`src/rtl/mlm_pkg.sv`:
```
// Shared definitions for the Hamming(21,16) link code used by mlm_par and mlm_chk.
// Codeword positions are 1-based; check bit k sits at position 2^k.
package mlm_pkg;

    localparam int DATA_W = 16;
    localparam int PAR_W  = 5;
    localparam int CW_LEN = 21;

    typedef logic [0:DATA_W-1] data_t;
    typedef logic [0:PAR_W-1]  par_t;
    typedef logic [0:PAR_W-1]  syn_t;

    // Codeword position of data bit idx: the idx-th non-power-of-two position.
    function automatic int pos_map(input int idx);
        int n;
        int r;
        n = 0;
        r = 0;
        for (int p = 1; p <= CW_LEN; p++) begin
            if ((p & (p - 1)) != 0) begin
                if (n == idx) r = p;
                n++;
            end
        end
        return r;
    endfunction

    function automatic par_t calc_par(input data_t d);
        par_t p;
        int   pos;
        p = '0;
        for (int i = 0; i < DATA_W; i++) begin
            pos = pos_map(i);
            for (int k = 0; k < PAR_W; k++) begin
                if (((pos >> k) & 1) != 0) p[k] = p[k] ^ d[i];
            end
        end
        return p;
    endfunction

    // Numeric value of a syndrome; s[k] carries weight 2^k.
    function automatic int syn_val(input syn_t s);
        int v;
        v = 0;
        for (int k = 0; k < PAR_W; k++) begin
            if (s[k]) v = v + (1 << k);
        end
        return v;
    endfunction

    function automatic logic is_corr(input syn_t s);
        return (syn_val(s) != 0) && (syn_val(s) <= CW_LEN);
    endfunction

    function automatic logic is_uncorr(input syn_t s);
        return syn_val(s) > CW_LEN;
    endfunction

endpackage

```
`src/rtl/mlm_syn.sv`:
```
// Combinational syndrome and single-bit correction mask for one received word.
// Check-bit and out-of-range syndromes match no data position, so the mask stays zero.
module mlm_syn
    import mlm_pkg::*;
(
    input  logic [0:15] data,
    input  logic [0:4]  par,
    output logic [0:4]  syn,
    output logic [0:15] mask
);

    int sv;

    always_comb begin
        syn  = calc_par(data) ^ par;
        sv   = syn_val(syn);
        mask = '0;
        for (int i = 0; i < DATA_W; i++) begin
            mask[i] = (sv == pos_map(i));
        end
    end

endmodule

```
`config.mk`:
```
export PLATFORM = sky130hd
export DESIGN_NAME = mlm_syn
export DESIGN_NICKNAME = d
export VERILOG_FILES = /design/src/rtl/mlm_pkg.sv /design/src/rtl/mlm_syn.sv
export SDC_FILE = /design/constraint.sdc
export NUM_CORES = 1
export LEC_CHECK = 0
export ABC_CLOCK_PERIOD_IN_PS = 4000
export BUFFER_PORTS_ARGS = -buffer_cell sky130_fd_sc_hd__clkbuf_2
export CORE_MARGIN = 2
export CORE_UTILIZATION = 49
export DETAILED_ROUTE_END_ITERATION = 12
export PLACE_DENSITY = 0.95
export SETUP_SLACK_MARGIN = 0.4
export SYNTH_ARGS = -nofsm -noshare
export SYNTH_HDL_FRONTEND = slang
export SYNTH_SLANG_ARGS = --single-unit
```
`constraint.sdc`:
```
create_clock -name vclk -period 4
set_input_delay 0.2 -clock vclk [all_inputs]
set_output_delay 0.2 -clock vclk [all_outputs]
set_load 0.05 [all_outputs]
```
# [After elaboration in Yosys (flattened, before gate mapping)]
# Cells that the tools add are included.
[totals] latch_bits=0 ram_bits=0 n_memories=0 out_inout_bits=21 word_cells=61 romBits=0 in_bits=21 reg_bits=0
[op_classes] addsub=4 bitwise=36 n_eq_ne=16 shift=0 multipliers=0 div_mod_pow=0 mux=5 reduce_logical=0 n_lt_le_gt_ge=0
[ops] cell="equality test 32 x 5 -> 1 bit, second input constant" count=7
[ops] cell="equality test 32 x 6 -> 1 bit, second input constant" count=5
[ops] cell="2-to-1 mux 32 bit" count=4
[ops] cell="equality test 32 x 4 -> 1 bit, second input constant" count=3
[ops] cell="bitwise XOR 1 bit" count=35
[ops] cell="adder 32 x 4 -> 32 bit, second input constant" count=1
[ops] cell="adder 32 x 5 -> 32 bit, second input constant" count=1
[ops] cell="adder 32 x 6 -> 32 bit, second input constant" count=1
[ops] cell="equality test 32 x 3 -> 1 bit, second input constant" count=1
[ops] cell="bitwise XOR 5 bit" count=1
[ops] cell="adder 1 x 2 -> 3 bit, second input constant" count=1
[ops] cell="2-to-1 mux 1 bit" count=1

# [Depth between registers and ports, before layout]
# Gate-level depths: netlist of the first run.
[logic_depth] word_depth=20 mapped_depth=6 depth_no_buf=5

# [Least setup slack after synthesis of the first run]
# Ideal clock, no wire load.
[synth_path] path_kind="input port to output port" startpoint="in data[12] (netlist name)" endpoint="out mask[1] (netlist name)" slack_ns=1.161 path_stages=6 required_ns=3.800 t_arrival_ns=2.639 path_buffers=1 path_cell_list="xnor2_1 -> xnor2_1 -> xnor2_1 -> inv_1 -> buf_1 -> a221oi_1"
[synth_via] elab_cells_between_ends=15 classes_between="add/sub: 3; eq/ne: 1; mux: 4; bitwise: 7"
[synth_rtl] item="from (decl)" line="mlm_syn.sv:6" source="input logic [0:15] data,"
[synth_rtl] item="bitwise XOR 1 bit (4 in a row)" line="mlm_pkg.sv:35" source="if (((pos >> k) & 1) != 0) p[k] = p[k] ^ d[i];"
[synth_rtl] item="bitwise XOR 5 bit" line="mlm_syn.sv:15" source="syn = calc_par(data) ^ par;"
[synth_rtl] item="net syn (one bit)" line="mlm_syn.sv:8" source="output logic [0:4] syn,"
[synth_rtl] item="2-to-1 mux 32 bit" line="mlm_pkg.sv:46" source="if (s[k]) v = v + (1 << k);"
[synth_rtl] item="equality test 32 x 4 -> 1 bit" line="mlm_syn.sv:19" source="mask[i] = (sv == pos_map(i));"
[synth_rtl] item="to (decl)" line="mlm_syn.sv:9" source="output logic [0:15] mask"
# The timed path passes the listed nets, and every way through them passes these cells.

# [Worst setup path after layout of the first run]
[layout_path] startpoint="in data[4] (netlist name)" endpoint="out mask[0] (netlist name)"
[layout_via] elab_chain_len=18 elab_cells_between_ends=24 classes_between="add/sub: 4; eq/ne: 1; mux: 5; bitwise: 14"
[layout_rtl] item="bitwise XOR 1 bit (7 in a row)" line="mlm_pkg.sv:35"
[layout_rtl] item="bitwise XOR 5 bit (*)" line="mlm_syn.sv:15"
[layout_rtl] item="2-to-1 mux 1 bit" line="mlm_pkg.sv:46"
[layout_rtl] item="adder 1 x 2 -> 3 bit" line="mlm_pkg.sv:46"
[layout_rtl] item="2-to-1 mux 32 bit" line="mlm_pkg.sv:46"
[layout_rtl] item="adder 32 x 4 -> 32 bit" line="mlm_pkg.sv:46"
[layout_rtl] item="2-to-1 mux 32 bit" line="mlm_pkg.sv:46"
[layout_rtl] item="adder 32 x 5 -> 32 bit" line="mlm_pkg.sv:46"
[layout_rtl] item="2-to-1 mux 32 bit (*)" line="mlm_pkg.sv:46"
[layout_rtl] item="adder 32 x 6 -> 32 bit" line="mlm_pkg.sv:46"
[layout_rtl] item="2-to-1 mux 32 bit (*)" line="mlm_pkg.sv:46"
[layout_rtl] item="equality test 32 x 3 -> 1 bit (*)" line="mlm_syn.sv:19"
# Every way passes the cells marked *; elsewhere a longest branch is shown, timed or not.

==> flow_metrics.py, run 1 <==
metrics = {
    "timing": {
        "final-setup-viol-count": 0,
        "fmax_mhz": 411,
        "layout_setup_ws_ns": 1.57,
        "rsz0062_at_grt": "false",
        "worstMarginPinSlew_ns": 0.554,
        "holdWs_ns": 1.19,
        "drv_slew": 0,
        "tns_ns": 0,
        "hold_viol": 0,
        "fin_crit_ns": 2.43,
        "slew_headroom": 0.628,
        "min_period_over_period": 0.608,
    },
    "final_layout": {
        "nClkBuffers": 0,
        "area_growth_pct": 34.3,
        "nFillCells": 107,
        "insertedDiodeCount": 0,
        "layout.nets": 132,
        "layout-drive-gt1-share": 0.440,
        "seqCellArea_um2": 0,
        "seq_cell_count": 0,
    },
    "routing": {
        "drc": 0,
        "dr.pass1.iters": 4,
        "vias": 749,
        "wl_per_cell_um": 14.9,
        "wirelength_um": 1850,
        "viasPerCell": 6.04,
        "ant_nets": 0,
        "drt-initial-drc-count": 13,
    },
    "global_routing": {
        "grt_pass1_wl_um": 2570,
        "grt_util_all_layers": 0.227,
        "antenna_found_initial": 0,
        "first_global_vias": 624,
        "globalRoute.totalOverflow": 0,
        "grt_start_max_net_pins": 13,
    },
    "floorplanning": {
        "io-pin-count": 42,
        "core_area_um2": 1270,
        "die_h_um": 40.6,
        "die_w_um": 40.6,
        "fp.dieArea_um2": 1650,
        "start_util": 0.518,
        "row_count": 13,
    },
    "place": {
        "hpwl_um": 1560,
        "place_ws_ns": 1.58,
        "place.gp.congestion": 0.813,
        "io_buffer_count": 42,
    },
    "synth": {
        "ys_warn_count": 0,
        "synth.distinct_cells": 13,
        "synth_seq_area_share": 0,
        "syn_area_um2": 657,
        "syn_nets": 89,
        "avgSynthCellArea_um2": 9.66,
        "syn_inst": 68,
    },
    "pwr": {
        "peakVddDrop_uv": 266,
        "p_leak_nw": 0.395,
        "p_per_area_nw_per_um2": 477,
        "design_power_total_uw": 421,
    },
    "clock_tree": {
        "postCtsSetupBuffers": 0,
        "cts_hold_buf": 0,
        "cts_resized": 0,
    },
    "run": {
        "maxCapViolCount": 0,
    },
    "critical_path": {
        "endpoint_kind": "output port",
        "worstPathArrival_ns": 2.23,
        "path_max_fanout": 9,
        "worstSetupPathType": "in -> out",
        "worstPathRequired_ns": 3.80,
        "startpoint_type": "primary input",
    },
    "worst_hold_path": {
        "hold_depth": 5,
        "hold_path_class": "in -> out",
    },
    "run_status": {
        "status": "finished, final reports clean",
    },
}
## cell families (layout without fill, tap and decap cells)
kind of cell	after synthesis	count (layout)	synth area share
compound gates	16	16	0.242
xor+xnor	34	34	0.594
buf+inv	2	43	0.0114
simple gates	16	16	0.152
## critical path, stage by stage
cell and delay, ns:
clkbuf_2 0.10, xnor2_2 0.23, xnor3_2 0.55, or3_4 0.44, a2111oi_4 0.37, clkbuf_2 0.33
## placed cells by master, fill, tap and decap left out
master	n
xor2_1	6
xnor3_2	1
nand3_1	12
xnor2_1	21
xor3_1	1
clkbuf_2	42
xnor3_1	4
a221oi_1	15
or3_4	3
a2111oi_4	1
inv_1	1
or3_1	1
xnor2_2	1
## routing by layer
layer / up-vias / global-route usage / wire [um]
met3: 2 / 0.00543 / 137
met2: 48 / 0.452 / 980
met4: 0 / 0.0333 / 9
met5: - / 0 / 0
li1: 355 / - / -
met1: 344 / 0.269 / 717
## cells in the mapped netlist
library cell | instances | share of area
buf_1 | 1 | 0.0057
xnor2_1 | 21 | 0.28
xnor3_1 | 4 | 0.14
or3_1 | 1 | 0.0095
xor2_1 | 6 | 0.080
a221oi_1 | 15 | 0.20
nand3_1 | 12 | 0.091
xnor2_2 | 1 | 0.025
or3_4 | 3 | 0.051
xnor3_2 | 1 | 0.036
inv_1 | 1 | 0.0057
xor3_1 | 1 | 0.036
a2111oi_4 | 1 | 0.042
## cell type report
cell class	instances	area, um2	area share
inverters	1	3.75	0.00426
repair buffers	42	210	0.238
multi-input cells	66	649	0.736
well taps	15	18.8	0.0213
## report_power, final
group / leakage (nW) / internal (mW) / total [mW] / switching [mW]
clock network: 0 / 0 / 0 / 0
registers: 0 / 0 / 0 / 0
logic: 0.395 / 0.123 / 0.421 / 0.299
total: 0.395 / 0.123 / 0.421 / 0.299
## metrics by stage
step	cells	instance area, um2	utilization
final	124	882	0.695
after global placement	124	882	0.695
after floorplan	68	657	-
after CTS	124	882	0.695
after detailed placement	124	882	0.695
after global routing	124	882	0.695
## final timing paths
check,start,end,slack [ns]
max,data[4],mask[0],1.57
min,data[0],syn[0],1.19
Note: power is estimated with default switching activity, not from simulation.
==> run 2, diff against run 1 <==
--- a/config.mk
+++ b/config.mk
@@ -5,12 +5,13 @@
 export SDC_FILE = /design/constraint.sdc
 export NUM_CORES = 1
 export LEC_CHECK = 0
-export ABC_CLOCK_PERIOD_IN_PS = 4000
+export ABC_AREA = 1
+export ABC_CLOCK_PERIOD_IN_PS = 2450
 export BUFFER_PORTS_ARGS = -buffer_cell sky130_fd_sc_hd__clkbuf_2
 export CORE_MARGIN = 2
-export CORE_UTILIZATION = 49
+export CORE_UTILIZATION = 50
 export DETAILED_ROUTE_END_ITERATION = 12
-export PLACE_DENSITY = 0.95
+export PLACE_DENSITY = 0.92
 export SETUP_SLACK_MARGIN = 0.4
 export SYNTH_ARGS = -nofsm -noshare
 export SYNTH_HDL_FRONTEND = slang
==> constraint.sdc (replaced) <==
create_clock -name vclk -period 2.45
set_input_delay 0.1225 -clock vclk [all_inputs]
set_output_delay 0.1225 -clock vclk [all_outputs]
set_load 0.05 [all_outputs]
==> flow_metrics.py, run 2 <==
metrics = {
    "critical_path": {
        "slowest_stage": "clkbuf_2",
        "cpPeakStageDelay_ns": 0.29,
        "worstSetupPathType": "in -> out",
        "endpoint_kind": "output port",
        "path_max_fanout": 6,
        "crit_top_cell": "clkbuf_2",
        "startpoint_type": "primary input",
        "cp_cell_sequence": "clkbuf_2 -> xnor2_1 -> nand2_1 -> nand2_2 -> xor2_4 -> nand3_4 -> nor2_1 -> clkbuf_2",
        "worstPathRequired_ns": 2.33,
        "worstPathArrival_ns": 1.52,
    },
    "run_status": {
        "status": "finished, final reports clean",
    },
    "final_layout": {
        "nClkBuffers": 0,
        "fin_area_um2": 1160,
        "layout.nets": 266,
        "layout-drive-gt1-share": 0.255,
        "mostFrequentLayoutCells": "nand2_1 (100), clkbuf_2 (42), inv_1 (26), nand3_1 (25), nor2_1 (22)",
        "final_common_cell": "nand2_1",
        "seqCellArea_um2": 0,
        "nFillCells": 184,
        "seq_cell_count": 0,
        "multiInputGateArea_um2": 803,
        "insertedDiodeCount": 0,
        "area_growth_pct": 25.0,
    },
    "floorplanning": {
        "core_area_um2": 1730,
        "start_util": 0.536,
        "die_h_um": 47.0,
        "row_count": 15,
        "io-pin-count": 42,
        "fp.dieArea_um2": 2210,
        "die_w_um": 47.0,
    },
    "synth": {
        "yosys-top-cells-area": "nand2_1 (41%), nand3_1 (14%), inv_1 (11%)",
        "synth_area_leader_cell": "nand2_1",
        "syn_inst": 203,
        "synth_seq_area_share": 0,
        "avgSynthCellArea_um2": 4.56,
        "synth.distinct_cells": 16,
        "syn_nets": 224,
        "syn_area_um2": 926,
        "synth_top_area_share": 0.405,
        "yosysMostFrequentCell": "nand2_1",
        "ys_warn_count": 0,
        "synthTopCellsByCount": "nand2_1 (100), inv_1 (26), nand3_1 (25)",
    },
    "pwr": {
        "p_per_area_nw_per_um2": 365,
        "peakVddDrop_uv": 217,
        "p_leak_nw": 0.796,
    },
    "routing": {
        "ant_nets": 0,
        "drt-initial-drc-count": 30,
        "drc": 0,
        "dr.pass1.iters": 5,
        "wirelength_um": 2340,
        "wl_per_cell_um": 8.72,
        "viasPerCell": 4.82,
        "vias": 1292,
    },
    "global_routing": {
        "grt_pass1_wl_um": 3640,
        "grt_util_all_layers": 0.216,
        "globalRoute.totalOverflow": 0,
        "antenna_found_initial": 0,
        "first_global_vias": 993,
        "grt_start_max_net_pins": 9,
    },
    "clock_tree": {
        "cts_hold_buf": 0,
        "cts_resized": 0,
        "postCtsSetupBuffers": 0,
    },
    "place": {
        "dpl_cell_area_um2": 1160,
        "hpwl_um": 2150,
        "place.gp.congestion": 0.828,
        "io_buffer_count": 42,
    },
    "timing": {
        "hold_viol": 0,
        "fmax_mhz": 608,
        "min_period_over_period": 0.672,
        "worstMarginPinSlew_ns": 0.286,
        "final-setup-viol-count": 0,
        "drv_slew": 0,
        "slew_headroom": 0.809,
        "rsz0062_at_grt": "false",
        "fin_crit_ns": 1.65,
        "tns_ns": 0,
    },
    "worst_hold_path": {
        "hold_depth": 5,
        "min_to": "syn[1]",
        "min_from": "par[1]",
        "hold_path_class": "in -> out",
    },
    "run": {
        "maxCapViolCount": 0,
    },
}
## run 2: cell types whose count changed after synthesis, sizes merged, moves of 5 or more
cell and delta:
xnor2 -19, a221oi -15, inv +29, nand2 +109, nand3 +16, nor2 +23
xnor3 -5
## run 2: worst max-delay path: cells and delay by family
family | cells | cell delay (ns)
buffers and inverters | 2 | 0.41
AND/OR/NAND/NOR | 4 | 0.47
XOR/XNOR | 2 | 0.52
## run 2: how the worst max path moves through the flow
stage                         end  startpoint
after CTS                 mask[8]    data[15]
after global placement    mask[4]    data[15]
after floorplan           mask[2]     data[3]
after global routing      mask[2]     data[3]
after detailed placement  mask[8]    data[15]
final                     mask[8]    data[15]
## run 2: area by class of cell
type / count / area share
inverters: 30 / 0.0973
multi-input cells: 171 / 0.694
well taps: 25 / 0.0270
repair buffers: 42 / 0.182
## run 2: per-layer routing
layer	up-vias	part of all wire	track usage
li1	693	-	-
met1	530	0.45	0.263
met2	61	0.48	0.422
met3	8	0.062	0.00769
met4	0	0.013	0.0333
met5	-	0	0
## run 2: stage by stage
stage / util / cells / hold slack, ns / total power, mW / worst slack, ns
2_1_floorplan: - / 203 / 0.597 / 0.331 / 0.304
3_3_place_gp: 0.670 / 268 / 0.842 / 0.414 / 0.838
3_5_place_dp: 0.670 / 268 / 0.832 / 0.421 / 0.803
4_1_cts: 0.670 / 268 / 0.834 / 0.422 / 0.800
5_1_grt: 0.670 / 268 / 0.872 / 0.464 / 0.636
6_report: 0.670 / 268 / 0.828 / 0.422 / 0.805
## run 2: logic make-up (layout without fill, tap and decap cells)
group,count (synthesis),after routing,synth area share
and+or+nand+nor,162,162,0.754
buffers and inverters,32,72,0.132
AOI/OAI and AO/OA,1,1,0.00946
xor gates and xnor gates,8,8,0.104
## run 2: report_power, final
part | switching (mW) | total (mW) | internal [mW]
logic | 0.308 | 0.422 | 0.114
registers | 0 | 0 | 0
clock network | 0 | 0 | 0
==> run 3, diff against run 2 <==
--- a/config.mk
+++ b/config.mk
@@ -6,7 +6,7 @@
 export NUM_CORES = 1
 export LEC_CHECK = 0
 export ABC_AREA = 1
-export ABC_CLOCK_PERIOD_IN_PS = 2450
+export ABC_CLOCK_PERIOD_IN_PS = 1650
 export BUFFER_PORTS_ARGS = -buffer_cell sky130_fd_sc_hd__clkbuf_2
 export CORE_MARGIN = 2
 export CORE_UTILIZATION = 50
==> constraint.sdc (replaced) <==
create_clock -name vclk -period 1.65
set_input_delay 0.0825 -clock vclk [all_inputs]
set_output_delay 0.0825 -clock vclk [all_outputs]
set_load 0.05 [all_outputs]
==> flow_metrics.py, run 3 <==
metrics = {
    "synth": {
        "syn_inst": 203,
        "syn_area_um2": 926,
        "ys_warn_count": 0,
        "avgSynthCellArea_um2": 4.56,
        "synth_top_area_share": 0.405,
        "yosysMostFrequentCell": "nand2_1",
        "yosys-top-cells-area": "nand2_1 (41%), nand3_1 (14%), inv_1 (11%)",
        "synth.distinct_cells": 16,
        "synth_area_leader_cell": "nand2_1",
        "synth_seq_area_share": 0,
        "synthTopCellsByCount": "nand2_1 (100), inv_1 (26), nand3_1 (25)",
        "syn_nets": 224,
    },
    "floorplanning": {
        "die_h_um": 47.0,
        "die_w_um": 47.0,
        "start_util": 0.536,
        "io-pin-count": 42,
        "row_count": 15,
    },
    "clock_tree": {
        "cts_resized": 122,
        "postCtsSetupBuffers": 7,
        "cts_hold_buf": 0,
    },
    "place": {
        "dpl_cell_area_um2": 1440,
        "dp_cells": 268,
        "hpwl_um": 2510,
        "place.gp.congestion": 0.832,
        "io_buffer_count": 42,
    },
    "run_status": {
        "lastStage": "clock tree synthesis (4_1_cts)",
        "status": "did not finish",
        "tool.error": "[ERROR DPL-0038] Utilization greater than 100%, impossible to legalize",
    },
}
[run 3: cell counts after synthesis]
No cell type changed its count.
[run 3: stage by stage]
stage | TNS (ns) | worst slack (ns) | util
3_3_place_gp | 0 | 0.0326 | 0.835
3_5_place_dp | -0.405 | -0.0744 | 0.835
2_1_floorplan | 0 | 0.266 | -
[run 3: cells by family after synthesis]
group / Yosys count / synth area share
AOI/OAI and AO/OA: 1 / 0.00946
xor gates and xnor gates: 8 / 0.104
and+or+nand+nor: 162 / 0.754
buffers and inverters: 32 / 0.132
==> run 4, diff against run 3 <==
--- a/config.mk
+++ b/config.mk
@@ -8,11 +8,10 @@
 export ABC_AREA = 1
 export ABC_CLOCK_PERIOD_IN_PS = 1650
 export BUFFER_PORTS_ARGS = -buffer_cell sky130_fd_sc_hd__clkbuf_2
-export CORE_MARGIN = 2
-export CORE_UTILIZATION = 50
+export CORE_AREA = 2 2 63 65
 export DETAILED_ROUTE_END_ITERATION = 12
-export PLACE_DENSITY = 0.92
-export SETUP_SLACK_MARGIN = 0.4
+export DIE_AREA = 0 0 65 67
+export PLACE_DENSITY_LB_ADDON = 0.15
 export SYNTH_ARGS = -nofsm -noshare
 export SYNTH_HDL_FRONTEND = slang
 export SYNTH_SLANG_ARGS = --single-unit
==> flow_metrics.py, run 4 (same netlist as run 2, synthesis figures left out) <==
metrics = {
    "final_layout": {
        "layout.nets": 269,
        "seqCellArea_um2": 0,
        "layout-drive-gt1-share": 0.370,
        "mostFrequentLayoutCells": "nand2_1 (95), inv_1 (25), clkbuf_2 (25), nand3_1 (22), buf_6 (14)",
        "final_common_cell": "nand2_1",
        "area_growth_pct": 57.0,
        "insertedDiodeCount": 0,
        "nClkBuffers": 0,
        "seq_cell_count": 0,
        "stdcell_count": 294,
    },
    "place": {
        "place_ws_ns": 0.0165,
        "place.gp.congestion": 0.750,
        "hpwl_um": 2330,
        "dp_cells": 294,
        "io_buffer_count": 42,
    },
    "global_routing": {
        "first_global_vias": 1078,
        "globalRoute.totalOverflow": 0,
        "grt_start_max_net_pins": 9,
        "antenna_found_initial": 0,
        "grt_util_all_layers": 0.127,
        "grt_pass1_wl_um": 4570,
    },
    "critical_path": {
        "startpoint_type": "primary input",
        "worstSetupPathType": "in -> out",
        "worstPathRequired_ns": 1.57,
        "path_max_fanout": 5,
        "worstPathArrival_ns": 1.47,
        "endpoint_kind": "output port",
    },
    "timing": {
        "final-setup-viol-count": 0,
        "slew_headroom": 0.806,
        "worstMarginPinSlew_ns": 0.290,
        "fin_crit_ns": 1.56,
        "min_period_over_period": 0.944,
        "hold_viol": 0,
        "layout_setup_ws_ns": 0.0932,
        "fmax_mhz": 642,
        "drv_slew": 0,
    },
    "worst_hold_path": {
        "hold_path_class": "in -> out",
        "hold_depth": 5,
        "min_to": "syn[1]",
        "min_from": "par[1]",
    },
    "run_status": {
        "status": "finished, final reports clean",
    },
    "routing": {
        "wl_per_cell_um": 9.06,
        "drt-initial-drc-count": 27,
        "dr.pass1.iters": 4,
        "drc": 0,
        "vias": 1252,
        "wirelength_um": 2670,
        "viasPerCell": 4.26,
        "ant_nets": 0,
    },
    "floorplanning": {
        "core_area_um2": 3610,
        "start_util": 0.257,
        "fp.dieArea_um2": 4360,
        "die_h_um": 67,
        "io-pin-count": 42,
        "row_count": 22,
        "die_w_um": 65,
    },
    "clock_tree": {
        "postCtsSetupBuffers": 0,
        "cts_hold_buf": 0,
        "cts_resized": 0,
    },
    "run": {
        "maxCapViolCount": 0,
    },
    "pwr": {
        "p_per_area_nw_per_um2": 537,
        "peakVddDrop_uv": 149,
        "p_leak_nw": 0.864,
    },
}
run 4: per-layer routing:
layer	routed length (um)	track usage	up-vias
met1	1300	0.175	522
met5	0	0	-
li1	-	-	697
met2	1250	0.231	33
met4	0	0	0
met3	110	0.00338	0
run 4: final cells by class:
type | count | area, um2
Fill cell | 402 | 2150
Inverter | 30 | 113
Multi-Input combinational cell | 171 | 953
Tap cell | 48 | 60.1
Timing Repair Buffer | 45 | 328
run 4: where the power goes:
group | internal, mW | switching, mW | leakage, nW
Clock | 0 | 0 | 0
Sequential | 0 | 0 | 0
Combinational | 0.233 | 0.547 | 0.864
run 4: critical path, stage by stage:
cell      delay, ns
clkbuf_2       0.11
buf_4          0.14
xor2_1         0.16
nand3b_1       0.24
nand2_1        0.12
nand2_2        0.11
nand2_4        0.12
nand2_4        0.08
nor2_2         0.13
buf_6          0.17
run 4: metrics by stage:
step | setup TNS, ns | total power [mW] | instance area, um2 | util | hold WS [ns]
3_3_place_gp | 0 | 0.699 | 1290 | 0.357 | 0.754
2_1_floorplan | -0.698 | 0.547 | 1000 | - | 0.492
4_1_cts | 0 | 0.700 | 1290 | 0.357 | 0.763
3_5_place_dp | 0 | 0.699 | 1290 | 0.357 | 0.762
5_1_grt | -0.0399 | 0.853 | 1450 | 0.403 | 0.824
6_report | 0 | 0.780 | 1450 | 0.403 | 0.781
run 4: worst max path at each step:
stage	start	endpoint	cells past startpoint	slack [ns]
6_report	data[15]	mask[3]	10	0.09
5_1_grt	data[9]	mask[3]	13	-0.02
4_1_cts	data[3]	mask[9]	13	0.01
3_5_place_dp	data[10]	mask[9]	13	0.02
3_3_place_gp	data[10]	mask[9]	13	0.02
2_1_floorplan	data[3]	mask[0]	12	-0.08
